===== src/rtl/int_controller.sv =====
// External interrupt controller: synchronises and edge-captures request lines,
// arbitrates fixed priority, and drives the intr/inta handshake until Eoi.
module int_controller #(
    parameter int NIRQ = 8
) (
    input  logic            Clk,
    input  logic            Clrn,
    input  logic [NIRQ-1:0] Irq,
    output logic            intr,
    input  logic            inta,
    input  logic            WeMask,
    input  logic [NIRQ-1:0] MaskIn,
    input  logic            Eoi,
    output logic [2:0]      IrqId,
    output logic            InService,
    output logic [NIRQ-1:0] Pending
);

    localparam logic [1:0] IDLE = 2'd0;
    localparam logic [1:0] REQ  = 2'd1;
    localparam logic [1:0] SERV = 2'd2;

    logic [NIRQ-1:0] s1_q, s2_q, s3_q;
    logic [NIRQ-1:0] pend_q, pend_d;
    logic [NIRQ-1:0] mask_q;
    logic [1:0]      state_q, state_d;
    logic            intr_q;
    logic [2:0]      id_q, id_d;

    logic [NIRQ-1:0] edge_w;
    logic [NIRQ-1:0] cand;
    logic [NIRQ-1:0] win_oh;
    logic [2:0]      win_id;
    logic            ack;
    logic [NIRQ-1:0] clr;

    assign edge_w = s2_q & ~s3_q;
    assign cand   = pend_q & ~mask_q;
    assign ack    = (state_q == REQ) && inta;
    assign clr    = ack ? win_oh : '0;

    // Lowest-numbered candidate wins; scan downward so the last hit is lowest.
    always_comb begin
        win_oh = '0;
        win_id = 3'd0;
        for (int i = NIRQ - 1; i >= 0; i--) begin
            if (cand[i]) begin
                win_oh    = '0;
                win_oh[i] = 1'b1;
                win_id    = 3'(i);
            end
        end
    end

    // A new edge on the bit being acknowledged is a second event, so set wins.
    always_comb begin
        pend_d = (pend_q & ~clr) | edge_w;
    end

    // Request/acknowledge/service sequencing; no nesting while in service.
    always_comb begin
        state_d = state_q;
        id_d    = id_q;
        unique case (state_q)
            IDLE: begin
                if (cand != '0) state_d = REQ;
            end
            REQ: begin
                if (inta) begin
                    state_d = SERV;
                    id_d    = win_id;
                end else if (cand == '0) begin
                    state_d = IDLE;
                end
            end
            SERV: begin
                if (Eoi) begin
                    state_d = IDLE;
                    id_d    = 3'd0;
                end
            end
            default: begin
                state_d = IDLE;
                id_d    = 3'd0;
            end
        endcase
    end

    // Synchroniser, edge history, pending and mask registers.
    always_ff @(posedge Clk or negedge Clrn) begin
        if (!Clrn) begin
            s1_q   <= '0;
            s2_q   <= '0;
            s3_q   <= '0;
            pend_q <= '0;
            mask_q <= '1;
        end else begin
            s1_q   <= Irq;
            s2_q   <= s1_q;
            s3_q   <= s2_q;
            pend_q <= pend_d;
            if (WeMask) mask_q <= MaskIn;
        end
    end

    // State, registered intr and in-service id.
    always_ff @(posedge Clk or negedge Clrn) begin
        if (!Clrn) begin
            state_q <= IDLE;
            intr_q  <= 1'b0;
            id_q    <= 3'd0;
        end else begin
            state_q <= state_d;
            intr_q  <= (state_d == REQ);
            id_q    <= id_d;
        end
    end

    assign intr      = intr_q;
    assign IrqId     = id_q;
    assign InService = (state_q == SERV);
    assign Pending   = pend_q;

endmodule


===== config.mk =====
export PLATFORM = sky130hd
export DESIGN_NAME = int_controller
export DESIGN_NICKNAME = d
export VERILOG_FILES = /design/src/rtl/int_controller.sv
export SDC_FILE = /design/constraint.sdc
export NUM_CORES = 1
export LEC_CHECK = 0
export ABC_AREA = 0
export CELL_PAD_IN_SITES_DETAIL_PLACEMENT = 1
export CELL_PAD_IN_SITES_GLOBAL_PLACEMENT = 2
export CORE_MARGIN = 4
export CORE_UTILIZATION = 33
export DETAILED_ROUTE_END_ITERATION = 7
export PLACE_DENSITY_LB_ADDON = 0.2
export SKIP_CTS_REPAIR_TIMING = 1
export SKIP_LAST_GASP = 1
export SYNTH_ARGS = -nofsm -noshare
export SYNTH_HDL_FRONTEND = slang
export SYNTH_SLANG_ARGS = --single-unit
export TNS_END_PERCENT = 50

===== constraint.sdc =====
create_clock -name Clk -period 2.07 [get_ports Clk]
set_clock_uncertainty 0.1 [all_clocks]
set_input_delay 0.207 -clock Clk [delete_from_list [all_inputs] [get_ports Clk]]
set_output_delay 0.207 -clock Clk [all_outputs]
set_load 0.005 [all_outputs]

==> flow_summary.yaml <==
floorplan:
  die_x_um: 78.6
  core_um2: 4790
  dieHeight_um: 78.6
  start_util: 0.344
  row_count: 25
  io_pins: 34
  dieArea_um2: 6180
setup_path:
  path_class: "reg2out"
  timing.rr.start: "mask_q[5]$_DFFE_PN1P_"
  crit_path_end_kind: "primary output"
  critPathArrivalTime_ns: 1.43
  cp-start-kind: "flop"
  cp-startpoint: "state_q[0]$_DFF_PN0_"
  cp_max_fo: 5
  ff2ff_setup_slack_ns: 0.39
  worst-endpoint-required_ns: 1.76
global_route:
  first_global_vias: 1136
  track_usage: 0.126
  grt_pass1_wl_um: 5780
  antenna_found_initial: 0
  globalRoute.totalOverflow: 0
  grt_max_degree: 23
outcome:
  status: "complete, no violations"
clock_network:
  root_buffer: "clkbuf_8"
  cts.clk_slew.worst_paths_ns: 0.08
  cts_max_level: 2
  insertion_delay_ns: 0.30
  clk_path_buf_depth: 2
  cts_tree: "done"
  clkSinkCount: 46
  numCtsBuffers: 5
timing:
  slew-limit-headroom: 0.668
  max_freq_mhz: 576
  tns_ns: 0
  finalSetupViolations: 0
  worst_pin_slew_ns: 0.497
  drv_slew: 0
  fin_crit_sh: 0.839
  rsz0062_at_grt: "no"
  finalHoldViolations: 0
  min_period_ns: 1.74
layout:
  syn2layout_area_growth_pct: 32.8
  post_route_cells_drive_above_1_share: 0.178
  antenna_cells: 0
  fin_nets: 183
  num-fill-cells: 500
detailed_routing:
  vias_per_cell: 4.59
  drt_iter0_markers: 30
  routed_wirelength_um: 3360
  antenna_left: 0
  dr_total_vias: 1056
  wire_per_inst_um: 14.6
  drcViolationCount: 0
  drtPass1Iterations: 4
hold_path:
  worstHoldPathType: "in2reg"
  min_from: "Irq[4]"
power:
  ir_drop_mv: 0.352
  intPower_w: 0.00161
  sw_frac_of_total: 0.255
  p_per_area_nw_per_um2: 987
  clock_power_share: 0.289
  p_leak_nw: 0.943
  pwr-share-seq: 0.511
  finalPower_w: 0.00216
  p_comb_frac: 0.200
  switching_power_w: 0.000551
place:
  dp_hpwl_um: 2590
  portBuffers: 33
  place_congestion: 0.752
logic_synthesis:
  synth_area_per_cell_um2: 13.7
  syn_inst: 120
  synth.distinct_cells: 32
  synth_nets: 141
  synth-warning-count: 0
  synth_seq_cells: 46
  yosysSeqAreaShare: 0.705
  syn-cell-area_um2: 1650
run:
  maxCapViolCount: 0
-- power groups by stage --
stage               Combinational, W  Sequential [W]  Clock (W)
finish                      0.000432         0.00110   0.000624
global route                0.000484         0.00112   0.000688
CTS                         0.000439         0.00110   0.000653
detailed placement          0.000436         0.00112          0
global placement            0.000426         0.00111          0
floorplan                   0.000197         0.00111          0
-- cell usage after synthesis --
cell type   n  share of area
dfrtp_1    38           0.58
inv_1      12          0.027
o21ai_0    10          0.030
dfstp_2     8           0.13
mux2_2      8          0.055
nand2b_1    7          0.027
a21o_1      3          0.014
nand2_1     3         0.0068
nor2_1      3         0.0068
nor2b_1     3          0.011
a31oi_1     2         0.0076
nor3_1      2         0.0061
o22ai_1     2         0.0076
a21oi_1     1         0.0030
a221o_1     1         0.0061
and2_1      1         0.0038
and2b_1     1         0.0046
and3_1      1         0.0038
and3b_1     1         0.0053
clkbuf_1    1         0.0023
nand2b_4    1         0.0084
nand3b_1    1         0.0046
nor2b_4     1         0.0084
nor3b_1     1         0.0046
o211a_1     1         0.0061
o211ai_1    1         0.0046
o21a_1      1         0.0046
o221ai_1    1         0.0053
o22a_1      1         0.0053
o32ai_1     1         0.0053
o41ai_1     1         0.0053
or4_1       1         0.0046
-- registers in the layout, indices dropped and copies added (netlist names) --
signal / flops
s2_q: 8
mask_q: 8
IrqId: 3
intr: 1
Pending: 8
s1_q: 8
state_q: 2
s3_q: 8
-- worst paths after layout --
check                                         to  depth (start not counted)
max                                    InService                          3
min                            s1_q[4]$_DFF_PN0_                          1
max reg2reg                 Pending[7]$_DFF_PN0_                          4
min reg2reg                    s2_q[3]$_DFF_PN0_                          0
max in group asynchronous  mask_q[2]$_DFFE_PN1P_                          3
min in group asynchronous      s1_q[4]$_DFF_PN0_                          2
-- placed cells by master, fill, tap and decap left out --
| cell type | n |
|---|---|
| dfrtp_1 | 38 |
| clkdlybuf4s50_1 | 32 |
| inv_1 | 12 |
| o21ai_0 | 10 |
| mux2_2 | 8 |
| clkbuf_8 | 8 |
| dfstp_2 | 8 |
| nand2b_1 | 7 |
| nor2b_1 | 3 |
| a21o_1 | 3 |
| nand2_1 | 3 |
| nor2_1 | 3 |
| a31oi_1 | 2 |
| nor3_1 | 2 |
| o22ai_1 | 2 |
| buf_4 | 2 |
| nor2b_4 | 1 |
| nand2b_4 | 1 |
| nor3b_1 | 1 |
| and3_1 | 1 |
| nand3b_1 | 1 |
| and3b_1 | 1 |
| and2_1 | 1 |
| o21a_1 | 1 |
| a221o_1 | 1 |
| o41ai_1 | 1 |
| and2b_1 | 1 |
| or4_1 | 1 |
| o22a_1 | 1 |
| a21oi_1 | 1 |
| o211a_1 | 1 |
| o32ai_1 | 1 |
| o211ai_1 | 1 |
| o221ai_1 | 1 |
| dlygate4sd3_1 | 1 |
| buf_2 | 1 |
-- worst max-delay path, stage by stage, from the launching register on --
cell and delay [ns]:
dfrtp_1 0.42, nand2b_1 0.17, inv_1 0.06, clkdlybuf4s50_1 0.49
-- per-stage QoR --
stage	instances	instance area, um2	hold slack, ns	util	worst slack [ns]
2_1_floorplan	120	1650	-0.189	-	0.499
3_3_place_gp	221	2070	0.0791	0.432	0.338
3_5_place_dp	221	2070	0.0846	0.432	0.279
4_1_cts	229	2180	-0.245	0.455	0.312
5_1_grt	230	2190	0.233	0.457	0.274
6_report	230	2190	0.240	0.457	0.333
-- cells by family after synthesis --
logic type / after synthesis / share of synthesized area
simple gates: 27 / 0.106
mux: 8 / 0.0547
flops: 46 / 0.705
buf+inv: 13 / 0.0296
compound gates: 26 / 0.105
-- layer usage --
metal  global-route usage  part of all wire
met3               0.0378             0.059
met4               0.0752             0.027
met2                0.208              0.52
met5                    0                 0
met1                0.143              0.39
-- final cells by class --
type                       instances  area [um2]  share of cell area
inverter                          12        45.0              0.0206
tap                               67        83.8              0.0383
multi-input combinational         61         437               0.200
clock buffer                       8         110              0.0503
sequential                        46        1160               0.531
timing repair buffer              36         350               0.160
No activity file was read; power rests on OpenSTA's default activity.
==> RTL edit (same flow settings) <==
Change the parameter `NIRQ` from 8 to 7.
--- a/src/rtl/int_controller.sv
+++ b/src/rtl/int_controller.sv
@@ -2,5 +2,5 @@
 // arbitrates fixed priority, and drives the intr/inta handshake until Eoi.
 module int_controller #(
-    parameter int NIRQ = 8
+    parameter int NIRQ = 7
 ) (
     input  logic            Clk,
Interface: changed (resized Irq, MaskIn and Pending); port bits go from 34 to 31. The function was not compared with the original's and may differ.
==> RTL edit against the unedited design <==
- final area down 12%
- cell count is 17% lower
- wire length is 16% lower
- sequential cell count fell by 5
- synthesized cell count shrank 15%
- worst setup slack got worse by 0.14 ns
- synthesized area is 12% lower
- combinational power fell by 11%
- power shrank 5.3%
- highest routed layer unchanged
==> RTL edit: results (changes against the unedited design) <==
metric,value,unit,change
outcome,finished clean,,unchanged
CP max stage delay,0.48,ns,
initial antenna violation count,0,,unchanged
synth unique cells,26,,was 32
mux cell area share after synthesis,5.45,%,was 5.47%
largest family of logic cells by synthesized area,compound AO/OA/AOI/OAI gates,,was simple AND/OR/NAND/NOR gates
Leak,0.822,nW,was 0.943 nW
GRT Overall Usage,12.5,%,was 12.6%
routed via count,911,,"was 1,056"
worst-path maximum fanout,8,,was 5
WP data arrival,1.57,ns,was 1.43 ns
vias in the first global route,1021,,"was 1,136"
ys flop type,dfrtp_1,,unchanged
Worst Hold Class,in -> async,,was in -> reg
Top delay family on crit path,buffers and inverters,,unchanged
Clock Tree Root,clkbuf_8,,unchanged
Synthesized Nets,121,,was 141
VDD IR max,0.000420,V,was 0.000352 V
Placement Cell Area,1800,um2,was 2070 um2
Final Hold Fails,0,,unchanged
clock buffer count from CTS,5,,unchanged
YS warnings,0,,unchanged
slowest CP cell,dfrtp_1,,was clkdlybuf4s50_1
Antenna diodes,0,,unchanged
drt initial violations,43,,was 30
fraction of layout cells with a size suffix above 1,17.7,%,was 17.8%
DRT antenna net count,0,,unchanged
"Async S/R FF share, synth",100,%,unchanged
"Seq/Total Area, Yosys",71.6,%,was 70.5%
number of H-tree levels,2,,unchanged
post-synthesis adder-cell area fraction,0,%,unchanged
xor and xnor fraction of the mapped netlist area,0,%,unchanged
Final Wtd Congestion,0.680,,was 0.752
first-pass GRT wire length,5.01,mm,was 5.78 mm
final WL,2.83,mm,was 3.36 mm
maximum clock insertion buffer count,2,,unchanged
most frequent cells after synthesis,"dfrtp_1, o21ai_0, inv_1",,"was dfrtp_1, inv_1, o21ai_0"
Synth Area in Compound Gates,12.1,%,was 10.5%
drt first pass iters,4,,unchanged
clk_lat worst skew,0.29,ns,
Area contributors post-synth,"dfrtp_1, dfstp_2, mux2_2, o21ai_0, nand2b_1",,"was dfrtp_1, dfstp_2, mux2_2, o21ai_0, inv_1"
hpwl dp,2.10,mm,was 2.59 mm
# fillers,429,,was 500
largest net degree at the start of global routing,18,,was 23
Worst Max-Slew Pin Slew,0.487,ns,was 0.497 ns
IO Port Bufs,30,,was 33
Final #Nets,159,,was 183
Worst-path clk slew,0.08,ns,about the same
-- RTL edit: layout make-up --
class / instances / area, um2 / area share [%]
flip-flops and latches: 41 / 1030 / 53.6
clock inverters: 1 / 30.0 / 1.56
clock buffers: 7 / 86.3 / 4.47
repair buffers: 33 / 320 / 16.6
well taps: 50 / 62.6 / 3.24
multi-input cells: 51 / 365 / 18.9
inverters: 8 / 30.0 / 1.56
-- RTL edit: metal layers --
metal	share of wire, %	vias up	global-route usage (%)
met4	2.0	0	6.04
met3	5.7	7	4.59
met5	0	-	0
li1	-	429	-
met2	48	22	19.4
met1	44	453	15.3
-- RTL edit: path summary, 6_finish.rpt --
kind                            depth (start not counted)       start          to  slack [ns]
min in group Clk                                        1      Irq[5]     s1_q[5]        0.25
worst min register to register                          0     s1_q[5]     s2_q[5]        0.25
worst min-delay path                                    2        Clrn     s1_q[6]        0.23
worst max-delay path                                    3  state_q[1]   InService        0.19
worst max register to register                          4  state_q[1]  Pending[3]        0.26
max in group asynchronous                               3        Clrn   mask_q[3]        1.06
-- RTL edit: logic make-up (layout without fill, tap and decap cells) --
| group | count (synthesis) | in the layout |
|---|---|---|
| AOI/OAI and AO/OA | 25 | 25 |
| DFF | 41 | 41 |
| muxes | 7 | 7 |
| and+or+nand+nor | 19 | 19 |
| buffers and inverters | 10 | 49 |
-- RTL edit: metrics by stage --
stage / setup slack [ns] / cells / util [%]
after floorplan: 0.436 / 102 / -
after global placement: 0.107 / 182 / 43.8
after detailed placement: 0.0817 / 182 / 43.8
after CTS: 0.173 / 190 / 46.6
after global routing: 0.113 / 191 / 46.9
final: 0.192 / 191 / 46.9
-- RTL edit: power breakdown --
part	leakage [nW]	switching (mW)	internal (mW)
registers	0.460	0.0899	0.918
clock network	0.0585	0.257	0.393
logic	0.304	0.158	0.228
